`src/rtl/xc_malu_pmul_seq.sv`:
```
// Shift-add sequencer for packed pmul/pmulh: one step per lane bit, low and high products together.
// Define XC_MALU_PMUL_SEQ_CLMUL_EN to build the carryless (GF(2)) accumulation path.
module xc_malu_pmul_seq (
    input  logic        g_clk,
    input  logic        g_reset,
    input  logic        flush,
    input  logic        req_valid,
    output logic        req_ready,
    input  logic [31:0] req_rs1,
    input  logic [31:0] req_rs2,
    input  logic        req_high,
    input  logic        req_carryless,
    input  logic        req_pw_16,
    input  logic        req_pw_8,
    input  logic        req_pw_4,
    input  logic        req_pw_2,
    output logic        rsp_valid,
    input  logic        rsp_ready,
    output logic [31:0] rsp_result,
    output logic [63:0] rsp_full,
    output logic        rsp_err
);

    typedef enum logic [1:0] {IDLE, RUN, DONE} state_t;

    state_t      state_q, state_d;
    logic [63:0] acc_q, acc_d;
    logic [31:0] arg_q, arg_d;
    logic [31:0] rs1_q, rs1_d;
    logic [4:0]  count_q, count_d;
    logic [3:0]  pw_q, pw_d;
    logic        high_q, high_d;
    logic        err_q, err_d;

`ifdef XC_MALU_PMUL_SEQ_CLMUL_EN
    logic        cl_q, cl_d;
`else
    logic        unused_carryless;
    assign unused_carryless = req_carryless;
`endif

    logic [3:0]  req_pw;
    logic        pw_legal;
    logic [4:0]  last_count;
    logic [63:0] step_acc;
    wire  [63:0] step_w [4];

    assign req_pw   = {req_pw_16, req_pw_8, req_pw_4, req_pw_2};
    assign pw_legal = $onehot(req_pw);

    // One shift-add step for every lane width; index 0 is 16-bit lanes down to index 3 for 2-bit.
    genvar gi, gk;
    for (gi = 0; gi < 4; gi++) begin : g_width
        localparam int W = 16 >> gi;
        wire [63:0] nxt;
        for (gk = 0; gk < 32 / W; gk++) begin : g_lane
            logic [W-1:0]   hi;
            logic [W-1:0]   lo;
            logic [W-1:0]   mcand;
            logic [W:0]     sum;
            logic [2*W-1:0] shifted;

            assign hi    = acc_q[32 + gk*W +: W];
            assign lo    = acc_q[gk*W +: W];
            assign mcand = rs1_q[gk*W +: W];

            always_comb begin
                sum = {1'b0, hi};
                if (arg_q[gk*W]) begin
`ifdef XC_MALU_PMUL_SEQ_CLMUL_EN
                    if (cl_q) begin
                        sum = {1'b0, hi ^ mcand};
                    end else begin
                        sum = {1'b0, hi} + {1'b0, mcand};
                    end
`else
                    sum = {1'b0, hi} + {1'b0, mcand};
`endif
                end
            end

            assign shifted = (2*W)'({sum, lo} >> 1);
            assign nxt[32 + gk*W +: W] = shifted[2*W-1:W];
            assign nxt[gk*W +: W]      = shifted[W-1:0];
        end
        assign step_w[gi] = nxt;
    end

    always_comb begin
        last_count = 5'd0;
        step_acc   = acc_q;
        if (pw_q[3]) begin
            last_count = 5'd15;
            step_acc   = step_w[0];
        end else if (pw_q[2]) begin
            last_count = 5'd7;
            step_acc   = step_w[1];
        end else if (pw_q[1]) begin
            last_count = 5'd3;
            step_acc   = step_w[2];
        end else if (pw_q[0]) begin
            last_count = 5'd1;
            step_acc   = step_w[3];
        end
    end

    always_ff @(posedge g_clk) begin
        if (g_reset || flush) begin
            state_q <= IDLE;
        end else begin
            state_q <= state_d;
        end
    end

    always_comb begin
        state_d = state_q;
        case (state_q)
            IDLE:    if (req_valid) state_d = pw_legal ? RUN : DONE;
            RUN:     if (count_q == last_count) state_d = DONE;
            DONE:    if (rsp_ready) state_d = IDLE;
            default: state_d = IDLE;
        endcase
    end

    always_comb begin
        req_ready = (state_q == IDLE);
        rsp_valid = (state_q == DONE);
    end

    always_comb begin
        acc_d   = acc_q;
        arg_d   = arg_q;
        rs1_d   = rs1_q;
        count_d = count_q;
        pw_d    = pw_q;
        high_d  = high_q;
        err_d   = err_q;
`ifdef XC_MALU_PMUL_SEQ_CLMUL_EN
        cl_d    = cl_q;
`endif
        case (state_q)
            IDLE: begin
                if (req_valid) begin
                    rs1_d   = req_rs1;
                    pw_d    = req_pw;
                    high_d  = req_high;
`ifdef XC_MALU_PMUL_SEQ_CLMUL_EN
                    cl_d    = req_carryless;
`endif
                    acc_d   = 64'd0;
                    count_d = 5'd0;
                    arg_d   = pw_legal ? req_rs2 : 32'd0;
                    err_d   = !pw_legal;
                end
            end
            RUN: begin
                acc_d   = step_acc;
                arg_d   = arg_q >> 1;
                count_d = count_q + 5'd1;
            end
            DONE: begin
                if (rsp_ready) err_d = 1'b0;
            end
            default: ;
        endcase
    end

    always_ff @(posedge g_clk) begin
        if (g_reset || flush) begin
            acc_q   <= 64'd0;
            arg_q   <= 32'd0;
            rs1_q   <= 32'd0;
            count_q <= 5'd0;
            pw_q    <= 4'd0;
            high_q  <= 1'b0;
            err_q   <= 1'b0;
`ifdef XC_MALU_PMUL_SEQ_CLMUL_EN
            cl_q    <= 1'b0;
`endif
        end else begin
            acc_q   <= acc_d;
            arg_q   <= arg_d;
            rs1_q   <= rs1_d;
            count_q <= count_d;
            pw_q    <= pw_d;
            high_q  <= high_d;
            err_q   <= err_d;
`ifdef XC_MALU_PMUL_SEQ_CLMUL_EN
            cl_q    <= cl_d;
`endif
        end
    end

    // Result outputs read zero outside DONE so reset and in-flight partial sums never leak out.
    assign rsp_err    = err_q;
    assign rsp_full   = rsp_valid ? acc_q : 64'd0;
    assign rsp_result = !rsp_valid ? 32'd0 : (high_q ? acc_q[63:32] : acc_q[31:0]);

endmodule

```
`config.mk`:
```
export PLATFORM = sky130hd
export DESIGN_NAME = xc_malu_pmul_seq
export DESIGN_NICKNAME = d
export VERILOG_FILES = /design/src/rtl/xc_malu_pmul_seq.sv
export SDC_FILE = /design/constraint.sdc
export NUM_CORES = 1
export LEC_CHECK = 0
export BUFFER_PORTS_ARGS = -buffer_cell sky130_fd_sc_hd__buf_2
export CAP_MARGIN = 20
export CORE_UTILIZATION = 32
export CTS_CLUSTER_DIAMETER = 50
export DETAILED_ROUTE_END_ITERATION = 16
export SLEW_MARGIN = 10
export SYNTH_ARGS = -nofsm -noshare
export SYNTH_HDL_FRONTEND = slang
export SYNTH_SLANG_ARGS = --single-unit
```
`constraint.sdc`:
```
create_clock -name g_clk -period 6.6 [get_ports g_clk]
set_clock_uncertainty 0.05 [all_clocks]
set_input_delay 1.32 -clock g_clk [delete_from_list [all_inputs] [get_ports g_clk]]
set_output_delay 1.32 -clock g_clk [all_outputs]
set_load 0.005 [all_outputs]
```
; ---- Word-level counts from Yosys, hierarchy flattened
; Index checks and enable logic that the tools add are counted.
[totals]
ff_bits = 141
input_bits = 75
output_inout_bits = 99
word_cells = 116
[op_classes]
addsub = 34
n_eq_ne = 8
mux = 56
reduce_logical = 10
[op_table]
columns = operator, n
row1 = 2-to-1 mux 64 bit, 6
row2 = 2-to-1 mux 32 bit, 4
row3 = one-hot mux 64 bit (2 select lines), 1
row4 = one-hot mux 32 bit (2 select lines), 1
row5 = adder 2 x 2 -> 3 bit, 17
row6 = 2-to-1 mux 3 bit, 17
row7 = 2-to-1 mux 5 bit, 10
row8 = adder 4 x 4 -> 5 bit, 8
row9 = adder 8 x 8 -> 9 bit, 4
row10 = 2-to-1 mux 9 bit, 4
row11 = adder 16 x 16 -> 17 bit, 2
row12 = 2-to-1 mux 17 bit, 2
row13 = 2-to-1 mux 2 bit, 5
row14 = one-hot mux 5 bit (2 select lines), 1
row15 = AND reduction 3 bit, 3
row16 = one-hot mux 2 bit (3 select lines), 1
row17 = adder 5 x 1 -> 5 bit (second input constant), 1
row18 = == test 5 bit, 1
row19 = != test 5 bit (second input constant), 1
row20 = adder 1 x 1 -> 2 bit, 2
row21 = != test 2 bit (second input constant), 2
row22 = AND reduction 2 bit, 2
row23 = nonzero test 2 bit, 2
row24 = == test 3 x 1 -> 1 bit (second input constant), 1
row25 = 8 further kinds, 10

; ---- Depth between registers and ports, before layout
[logic_depth]
word_depth = 7
ltp_mapped = 11
depth_no_buf = 10

; ---- Least setup slack after synthesis
; OpenSTA, ideal clock, no wires.
[synth_path]
path_kind = input to register
startpoint = in req_pw_16
endpoint = reg arg_q[24]
arrival_time_ns = 3.239
slack_ns = 3.233
path_stages = 11
path_buffers = 1
cell_sequence = inv_1 -> fa_1 -> inv_1 -> ha_1 -> ha_1 -> nor2_1 -> nand2_1 -> nor2_1 -> clkbuf_1 -> a221oi_1 -> nor3_1
[synth_between]
elab_chain_cells = 6
[synth_lines]
columns = element, line
row1 = start: declaration, 13  ; input logic req_pw_16,
row2 = adder 1 x 1 -> 2 bit (implied by the code), 49  ; assign pw_legal = $onehot(req_pw);
row3 = adder 2 x 2 -> 3 bit (implied by the code), 49
row4 = == test 3 x 1 -> 1 bit, 49
row5 = 2-to-1 mux 32 bit, 152  ; arg_d = pw_legal ? req_rs2 : 32'd0;
row6 = 2-to-1 mux 32 bit, 143  ; if (req_valid) begin
row7 = one-hot mux 32 bit (2 select lines), 141  ; case (state_q)
row8 = end signal: assignment, 182  ; arg_q <= arg_d;
row9 = end: declaration, 28  ; logic [31:0] arg_q, arg_d;
; No other way between the ends. The select of a mux whose other input is x is not followed.
; A chain may end at the register's enable or synchronous reset.

; ---- Final worst setup path
[layout_path]
startpoint = in req_pw_16
endpoint = reg arg_q[23]
; The elaborated chain is that of the path after synthesis.

==> flow_summary.toml <==
[route]
first_pass_iters = 6
wirelength_um = 35100
first_iter_violations = 817
routedWlPerCell_um = 18.9
drc = 0
postRouteAntennaNets = 0
via_count = 10200
via_per_inst = 5.48

[grt]
grt_util_all_layers_pct = 21.9
antenna_found_initial = 0
grt_max_degree = 100
overflow = 0
grt_pass1_wl_um = 53500
first_global_vias = 9262

[synthesis]
async_flop_share_pct = 0
syn-num-nets = 1477
synth_edf_count = 0
synth-seq-cells = 141
synth_warnings = 0
avgSynthCellArea_um2 = 7.34
synthTopCellsByCount = "167 x nor2_1, 157 x nand2_1, 141 x dfxtp_1, 132 x a21oi_1, 82 x clkbuf_1"
synth_top_area_share_pct = 28.5
yosysTopAreaCell = "dfxtp_1"
synthCells = 1350
ys_seq_area_share_pct = 28.5
synth_area_um2 = 9910
yosysMostFrequentCell = "nor2_1"
synthFlopType = "dfxtp_1"
synthTopCellsByArea = "dfxtp_1 28%, a21oi_1 6.7%, nor2_1 6.3%"
netlist-cell-type-count = 67

[power_and_ir_drop]
p_int_uw = 1550
power_frac_clock_pct = 46.7
seq_power_share_pct = 41.5
leakage_uw = 0.00442
power_density_nw_per_um2 = 184
switchingPower_uw = 587
p_comb_share_pct = 11.8
sw_frac_of_total_pct = 27.5
irDropWorstVdd_v = 0.000126
power_uw = 2130

[timing]
drv_slew = 0
finalHoldViolCount = 0
tightest_slew_ns = 1.12
tns_ns = 0
period_share_pct = 55.4
max_clock_freq_ghz = 0.274
relSlewSlack_pct = 25.2
finalSetupViolCount = 0
period_needed_ns = 3.65
rsz0062_at_grt = "false"

[critical_path]
timing.rr.start = "pw_q[1]"
cp.arrival_ns = 3.94
cp_max_fo = 18
critPathKind = "primary input to flop"
cp-end-kind = "flop"
r2r_cells = 8
cp-startpoint = "req_pw_16"
critPathLaunchType = "primary input"
required_ns = 6.88

[clock_network]
cts-resized-gates = 0
h-tree-depth = 4
path_clk_slew_ns = 0.06
cts_tree = "yes"
hold_buffers = 0
cts_made_buffers = 17
cts_root_buffer = "clkbuf_16"
post_cts_buffers = 0
clock-sinks = 141
cts_max_path_buffers = 2
worstSkewPairLatency_ns = 0.43

[final_layout]
antenna_cells = 0
final_cell_count_no_fill = 1855
finalNetCount = 1574
drive_above_1_share_pct = 16.8
area_delta_synth_final_pct = 16.7

[worst_hold_path]
hp-start = "rs1_q[12]"
worstHoldPathCells = 2
hp-class = "flop to flop"

[run]
cap_violations = 0

[floorplan]
core_um2 = 30500
start_util_pct = 32.5
die_width_um = 178
dieArea_um2 = 31700
io_pins = 174
fp-row-count = 64
die_h_um = 178

[place]
port_buffers = 172
place_congestion = 0.890
dp.cells = 1824
dpl.hpwl_um = 24100

[status]
outcome = "complete, no violations"
-- flip-flops by register name (all words and copies together), names as in the netlist --
| register | flops |
|---|---|
| acc_q | 64 |
| arg_q | 32 |
| count_q | 5 |
| high_q | 1 |
| pw_q | 4 |
| rs1_q | 32 |
| rsp_err | 1 |
| state_q | 2 |
-- area by class of cell --
type | count | area [um2]
Sequential cell | 141 | 2820
Inverter | 73 | 274
Fill cell | 3283 | 18900
Clock inverter | 11 | 144
Timing Repair Buffer | 191 | 1000
Tap cell | 396 | 495
Multi-Input combinational cell | 1023 | 6380
Clock buffer | 20 | 447
-- worst max-delay path, cell delays in order --
cell	delay [ns]
buf_2	0.09
inv_1	0.05
fa_1	0.54
inv_1	0.05
ha_1	0.18
ha_1	0.27
nor2_1	0.09
nand2_1	0.10
nor2_2	0.52
buf_4	0.36
a221oi_1	0.11
a211oi_1	0.26
-- metrics by stage --
| step | utilization (%) | worst slack (ns) | instance area [um2] | hold slack (ns) |
|---|---|---|---|---|
| 2_1_floorplan | - | 3.23 | 9910 | 0.388 |
| 6_report | 37.9 | 2.95 | 11600 | 0.410 |
| 4_1_cts | 37.9 | 2.95 | 11600 | 0.412 |
| 5_1_grt | 37.9 | 2.79 | 11600 | 0.436 |
| 3_5_place_dp | 36.0 | 2.51 | 11000 | 0.404 |
| 3_3_place_gp | 36.0 | 2.59 | 11000 | 0.391 |
-- power by group through the flow --
stage / clock, uW / combinational [uW] / sequential (uW)
after global placement: 0 / 248 / 903
after CTS: 1010 / 252 / 884
after detailed placement: 0 / 251 / 903
after floorplan: 0 / 171 / 894
after global routing: 1040 / 276 / 887
final: 996 / 252 / 885
-- worst paths after layout --
check	end	slack, ns
min	rs1_q[12]	0.41
min reg2reg	rs1_q[12]	0.41
max	arg_q[23]	2.95
max reg2reg	acc_q[49]	3.87
-- kinds of logic (layout without fill, tap and decap cells) --
logic type | after synthesis | in the layout | share of synthesized area, %
buffers and inverters | 186 | 295 | 7.41
and+or+nand+nor | 509 | 509 | 23.4
muxes | 52 | 52 | 5.28
adders and majority gates | 52 | 52 | 7.85
AOI/OAI and AO/OA | 376 | 376 | 24.6
DFF | 141 | 141 | 28.5
xor gates and xnor gates | 34 | 34 | 3.01
-- per-layer routing --
layer	track usage, %	vias to the layer above	wire, um	share of wire [%]
met1	30.4	4754	16300	46
met5	0	-	0	0
met2	34.1	408	15600	44
li1	-	4951	-	-
met3	4.18	52	2340	6.7
met4	6.84	0	858	2.4
-- cells in the final DEF (no fill, tap or decap), types with 7 or more instances in the layout --
master,n
nand3_1,42
buf_4,19
and3_1,8
ha_1,35
nor3_1,41
o21ai_1,14
dfxtp_1,140
o21ai_0,42
a21oi_1,132
a31oi_1,32
a2111oi_0,9
a22oi_1,7
a221oi_1,37
xnor2_1,14
a21o_1,11
nor2_1,165
nand2_1,156
mux2i_1,50
nand4_1,7
a211oi_1,29
buf_2,172
xor2_1,20
inv_1,73
and2_1,48
clkbuf_16,17
o211ai_1,8
nor2b_1,8
fa_1,17
(Power assumes the default switching activity.)
